==> src/rtl/vga_pmod_capture.sv <==
// Capture side of the TinyVGA PMOD link: recovers syncs and RGB, rebuilds pixel
// coordinates from sync edges, tracks line/frame timing lock and the per-frame lit-pixel box.
module vga_pmod_capture #(
  parameter int H_TOTAL     = 800,
  parameter int V_TOTAL     = 525,
  parameter int H_ACTIVE    = 640,
  parameter int V_ACTIVE    = 480,
  parameter int H_START     = 49,
  parameter int V_START     = 32,
  parameter int LOCK_FRAMES = 2
) (
  input  logic        clk,
  input  logic        reset,
  input  logic [7:0]  pmod_in,
  output logic        pix_valid,
  output logic [9:0]  pix_x,
  output logic [9:0]  pix_y,
  output logic [5:0]  pix_rgb,
  output logic        locked,
  output logic [10:0] line_len,
  output logic [9:0]  frame_lines,
  output logic        frame_done,
  output logic        bbox_valid,
  output logic [9:0]  bbox_x0,
  output logic [9:0]  bbox_y0,
  output logic [9:0]  bbox_x1,
  output logic [9:0]  bbox_y1
);

  localparam logic [10:0] H_LO      = 11'(H_START);
  localparam logic [10:0] H_HI      = 11'(H_START + H_ACTIVE - 1);
  localparam logic [10:0] H_TOT     = 11'(H_TOTAL);
  localparam logic [9:0]  V_LO      = 10'(V_START);
  localparam logic [9:0]  V_HI      = 10'(V_START + V_ACTIVE - 1);
  localparam logic [9:0]  V_TOT     = 10'(V_TOTAL);
  localparam logic [3:0]  LOCK_LAST = 4'(LOCK_FRAMES - 1);

  typedef enum logic [1:0] {SEARCH, TRACK, LOCKED} lock_state_t;

  logic        hs, vs, hs_prev, vs_prev;
  logic        hs_rise, vs_rise, vs_fall;
  logic [5:0]  rgb;
  logic [10:0] hcnt, hcnt_cur, len_meas;
  logic [9:0]  lcnt, lcnt_cur, lines_meas;
  logic        hs_seen, vs_seen, vs_pend, edge0;
  logic        in_win, lit;
  logic [9:0]  x_cur, y_cur;
  logic [9:0]  run_x0, run_y0, run_x1, run_y1;
  logic        run_seen;
  logic        frame_match, line_bad;
  lock_state_t state, state_next;
  logic [3:0]  fcnt, fcnt_next;

  assign hs      = pmod_in[7];
  assign vs      = pmod_in[3];
  assign rgb     = {pmod_in[0], pmod_in[4], pmod_in[1], pmod_in[5], pmod_in[2], pmod_in[6]};
  assign hs_rise = hs & ~hs_prev;
  assign vs_rise = vs & ~vs_prev;
  assign vs_fall = ~vs & vs_prev;

  // Edge index 0 is the first hsync rise at or after the vsync rise.
  assign edge0      = hs_rise & (vs_pend | vs_rise);
  assign len_meas   = (hcnt == 11'h7FF) ? 11'h7FF : hcnt + 11'd1;
  assign lines_meas = (lcnt == 10'h3FF) ? 10'h3FF : lcnt + 10'd1;
  assign hcnt_cur   = hs_rise ? 11'd0 : len_meas;
  assign lcnt_cur   = hs_rise ? (edge0 ? 10'd0 : lines_meas) : lcnt;

  assign in_win = (vs_seen | vs_rise) &&
                  (hcnt_cur >= H_LO) && (hcnt_cur <= H_HI) &&
                  (lcnt_cur >= V_LO) && (lcnt_cur <= V_HI);
  assign x_cur  = hcnt_cur[9:0] - H_LO[9:0];
  assign y_cur  = lcnt_cur - V_LO;
  assign lit    = in_win && (rgb != 6'd0);

  always_ff @(posedge clk) begin
    if (reset) begin
      hs_prev     <= 1'b1;
      vs_prev     <= 1'b1;
      hcnt        <= '0;
      lcnt        <= '0;
      hs_seen     <= 1'b0;
      vs_seen     <= 1'b0;
      vs_pend     <= 1'b0;
      line_len    <= '0;
      frame_lines <= '0;
    end else begin
      hs_prev <= hs;
      vs_prev <= vs;
      hcnt    <= hcnt_cur;
      lcnt    <= lcnt_cur;
      if (hs_rise) begin
        hs_seen <= 1'b1;
        if (hs_seen) line_len <= len_meas;
      end
      if (vs_rise) begin
        vs_seen <= 1'b1;
        if (vs_seen) frame_lines <= lines_meas;
      end
      if (hs_rise)      vs_pend <= 1'b0;
      else if (vs_rise) vs_pend <= 1'b1;
    end
  end

  always_ff @(posedge clk) begin
    if (reset) begin
      pix_valid <= 1'b0;
      pix_x     <= '0;
      pix_y     <= '0;
      pix_rgb   <= '0;
    end else begin
      pix_valid <= in_win;
      pix_x     <= in_win ? x_cur : 10'd0;
      pix_y     <= in_win ? y_cur : 10'd0;
      pix_rgb   <= in_win ? rgb : 6'd0;
    end
  end

  // line_len is still the previous value here, i.e. the last completed line.
  assign frame_match = (line_len == H_TOT) && (lines_meas == V_TOT);
  assign line_bad    = hs_rise && hs_seen && (len_meas != H_TOT);

  always_ff @(posedge clk) begin
    if (reset) begin
      state <= SEARCH;
      fcnt  <= '0;
    end else begin
      state <= state_next;
      fcnt  <= fcnt_next;
    end
  end

  always_comb begin
    state_next = state;
    fcnt_next  = fcnt;
    case (state)
      SEARCH: begin
        if (vs_rise) begin
          state_next = TRACK;
          fcnt_next  = '0;
        end
      end
      TRACK: begin
        if (vs_rise) begin
          if (frame_match) begin
            fcnt_next = fcnt + 4'd1;
            if (fcnt >= LOCK_LAST) state_next = LOCKED;
          end else begin
            fcnt_next = '0;
          end
        end
      end
      LOCKED: begin
        if (line_bad || (vs_rise && !frame_match)) begin
          state_next = TRACK;
          fcnt_next  = '0;
        end
      end
      default: begin
        state_next = SEARCH;
        fcnt_next  = '0;
      end
    endcase
  end

  assign locked = (state == LOCKED);

  // Publishing wins over a coincident lit pixel; that pixel is dropped.
  always_ff @(posedge clk) begin
    if (reset) begin
      run_x0     <= 10'h3FF;
      run_y0     <= 10'h3FF;
      run_x1     <= '0;
      run_y1     <= '0;
      run_seen   <= 1'b0;
      frame_done <= 1'b0;
      bbox_valid <= 1'b0;
      bbox_x0    <= '0;
      bbox_y0    <= '0;
      bbox_x1    <= '0;
      bbox_y1    <= '0;
    end else if (vs_fall) begin
      frame_done <= 1'b1;
      bbox_valid <= run_seen;
      bbox_x0    <= run_seen ? run_x0 : 10'd0;
      bbox_y0    <= run_seen ? run_y0 : 10'd0;
      bbox_x1    <= run_seen ? run_x1 : 10'd0;
      bbox_y1    <= run_seen ? run_y1 : 10'd0;
      run_x0     <= 10'h3FF;
      run_y0     <= 10'h3FF;
      run_x1     <= '0;
      run_y1     <= '0;
      run_seen   <= 1'b0;
    end else begin
      frame_done <= 1'b0;
      if (lit) begin
        run_seen <= 1'b1;
        if (x_cur < run_x0) run_x0 <= x_cur;
        if (y_cur < run_y0) run_y0 <= y_cur;
        if (x_cur > run_x1) run_x1 <= x_cur;
        if (y_cur > run_y1) run_y1 <= y_cur;
      end
    end
  end

endmodule

==> config.mk <==
export PLATFORM = sky130hd
export DESIGN_NAME = vga_pmod_capture
export DESIGN_NICKNAME = d
export VERILOG_FILES = /design/src/rtl/vga_pmod_capture.sv
export SDC_FILE = /design/constraint.sdc
export NUM_CORES = 1
export LEC_CHECK = 0
export BUFFER_PORTS_ARGS = -buffer_cell sky130_fd_sc_hd__buf_4
export CAP_MARGIN = 20
export CORE_MARGIN = 8
export CORE_UTILIZATION = 57
export DETAILED_ROUTE_END_ITERATION = 16
export PLACE_DENSITY = 0.9
export SETUP_SLACK_MARGIN = 0.05
export SLEW_MARGIN = 30
export SYNTH_ARGS = -nofsm -noshare
export SYNTH_HDL_FRONTEND = slang
export SYNTH_SLANG_ARGS = --single-unit
==> constraint.sdc <==
create_clock -name clk -period 5.3 [get_ports clk]
set_input_delay 0.53 -clock clk [delete_from_list [all_inputs] [get_ports clk]]
set_output_delay 0.53 -clock clk [all_outputs]
set_load 0.005 [all_outputs]
==> results.sh <==
export IMPL_swShare_pct=22.2
export IMPL_vias=7240
export IMPL_cts_setup_buffers=0
export IMPL_synthCells=913
export IMPL_pwr_share_seq_pct=46.2
export IMPL_cts_tree="built"
export IMPL_drive_above_1_share_pct=17.0
export IMPL_antenna_found_initial=0
export IMPL_critical_path_arrival_ns=5.34
export IMPL_intPower_uw=2090
export IMPL_fin_ws_ns=0.339
export IMPL_ys_types=73
export IMPL_ys_warn_count=0
export IMPL_diodes=0
export IMPL_use_met1_pct=29.6
export IMPL_design_core_area_um2=13700
export IMPL_grt_setup_unrepaired="false"
export IMPL_power_density_nw_per_um2=289
export IMPL_outcome="finished clean"
export IMPL_critPathLaunchType="flop"
export IMPL_area_delta_synth_final_pct=18.5
export IMPL_setup_viol=0
export IMPL_ff_latch_area_um2=3260
export IMPL_critPathMaxFanout=11
export IMPL_worstMarginPinSlew_ns=0.900
export IMPL_cts_num_sinks=163
export IMPL_clk_pin_slew_ns=0.07
export IMPL_grt_max_degree=64
export IMPL_ios=101
export IMPL_p_leak_uw=0.00391
export IMPL_fin_skew_ns=0.00821
export IMPL_synth_edf_count=0
export IMPL_drc=0
export IMPL_vias_per_cell=6.16
export IMPL_fillers=1096
export IMPL_clock_latency_ns=0.44
export IMPL_cts_made_buffers=17
export IMPL_gp_congestion=0.925
export IMPL_syn_num_nets=969
export IMPL_final_hold_viol_count=0
export IMPL_multi_input_area_um2=4090
export IMPL_grtUsageTotal_pct=23.2
export IMPL_reg_top3="hcnt (11), line_len (11)"
export IMPL_fp_dieH_um=133
export IMPL_grt_pass1_vias=6845
export IMPL_dp_hpwl_um=14400
export IMPL_grt_pass1_wl_um=34000
export IMPL_grt_overflow_total=0
export IMPL_dp_cells=1143
export IMPL_cts_buffer_depth=2
export IMPL_top_usage_layer="met2"
export IMPL_synth_area_um2=7850
export IMPL_synth_flop_cell="dfxtp_1"
export IMPL_switchingPower_uw=596
export IMPL_row_count=43
export IMPL_drv_cap=0
export IMPL_wl_per_cell_um=17.6
export IMPL_synth_seq_cells=163
export IMPL_firstDrtPassIters=7
export IMPL_post_route_util_pct=68.0
export IMPL_dieArea_um2=17800
export IMPL_grtUsageMet2_pct=35.7
export IMPL_cts_max_level=4
export IMPL_hp_class="in2reg"
export IMPL_root_buffer="clkbuf_16"
export IMPL_required_ns=5.68
export IMPL_nNetsFinal=1038
export IMPL_final_common_cell="dfxtp_1"
export IMPL_pre_cts_ws_ns=0.250
export IMPL_clock_power_share_pct=49.0
export IMPL_setup_tns_ns=0
export IMPL_die_w_um=133
export IMPL_slew_violations=0
export IMPL_syn_avg_cell_area_um2=8.60
export IMPL_slew_headroom_pct=40.0
export IMPL_ys_seq_area_share_pct=41.6
export IMPL_async_flop_share_pct=0
export IMPL_ant_nets=0
export IMPL_fin_crit_sh_pct=93.6
export IMPL_path_class="reg2reg"
export IMPL_worstSetupEndpointType="flop"
export IMPL_io_buffers=100
export IMPL_drt_iter0_drc=862
export IMPL_most_common_layout_cells="163 x dfxtp_1, 109 x buf_4, 103 x nor2_1"
export IMPL_power_frac_comb_pct=4.8
export IMPL_fmax_mhz=202
export IMPL_irDropWorstVdd_mv=0.203
export IMPL_initial_core_util_pct=57.4
export IMPL_grtUsageMet3_pct=6.21
export IMPL_stdcell_count=1175
export IMPL_drt_total_wl_um=20700
export IMPL_period_needed_ns=4.96
-- final cells by class --
class	count	area share (%)
timing repair buffer	109	8.80
clock buffer	20	4.91
multi-input combinational	619	44.0
clock inverter	12	1.90
sequential	163	35.1
tap	180	2.42
inverter	72	2.91
-- what timing repair did --
item / CTS / global route
hold buffers: 0 / 0
gates resized for setup: 0 / 4
endpoints found under the setup margin: 0 / 20
-- metrics by stage --
stage	hold WS, ns	instance area [µm²]	total power [µW]
6_report	0.306	9300	2680
5_1_grt	0.316	9300	2760
2_1_floorplan	0.428	7850	1350
4_1_cts	0.297	9260	2690
3_3_place_gp	0.435	8630	1390
3_5_place_dp	0.445	8630	1390
-- critical path, stage by stage (launching register included) --
cell and delay, ns:
dfxtp_1 0.50, ha_2 0.36, nand3_1 0.28, o31ai_4 0.37, and2_1 0.27, inv_2 0.09, ha_1 0.25, a221oi_1 0.37
xnor2_1 0.26, inv_1 0.19, ha_1 0.23, a21o_1 0.18, a21o_1 0.18, a21oi_1 0.19, o31a_1 0.19, o2111ai_1 0.43
or3_1 0.48, nand3_1 0.08
-- power groups by stage --
stage	combinational [µW]	clock (µW)	sequential, µW
finish	129	1310	1240
global route	143	1380	1240
CTS	125	1330	1240
detailed placement	123	0	1270
global placement	122	0	1270
floorplan	88.2	0	1260
-- metal layers --
layer,vias up,wire length (µm)
li1,3422,-
met1,3413,8870
met2,348,9420
met3,57,1820
met4,0,633
met5,-,0
-- kinds of logic (layout without fill, tap and decap cells) --
logic type / after synthesis / count (layout) / synth area share (%)
adders and majority gates: 46 / 46 / 7.33
xor gates and xnor gates: 18 / 18 / 2.01
AOI/OAI and AO/OA: 251 / 251 / 22.4
muxes: 3 / 3 / 0.383
buffers and inverters: 131 / 213 / 6.92
and+or+nand+nor: 301 / 301 / 19.4
DFF: 163 / 163 / 41.6
-- final timing paths --
check                           startpoint         end  slack (ns)  depth (start not counted)
worst max-delay path               hcnt[0]   run_x0[5]        0.34                         17
worst min-delay path            pmod_in[7]     hs_prev        0.31                          2
worst max register to register     hcnt[0]   run_x0[5]        0.34                         17
worst min register to register  bbox_valid  bbox_valid        0.46                          1
-- cells in the mapped netlist (12+ instances only) --
library cell	n	share of area, %
a22o_1	40	4.5
nor2_1	103	4.9
inv_1	71	3.4
nand2_1	30	1.4
o21ai_0	32	2.0
buf_2	20	1.3
clkbuf_1	33	1.6
nor3_1	43	2.7
dfxtp_1	163	42
o21ai_1	21	1.3
a211oi_1	12	1.1
a21oi_1	61	3.9
nor2b_1	12	0.96
xnor2_1	15	1.7
ha_1	46	7.3
nand4_1	14	1.1
nand3_1	39	2.5
No activity file was read; power rests on OpenSTA's default activity.
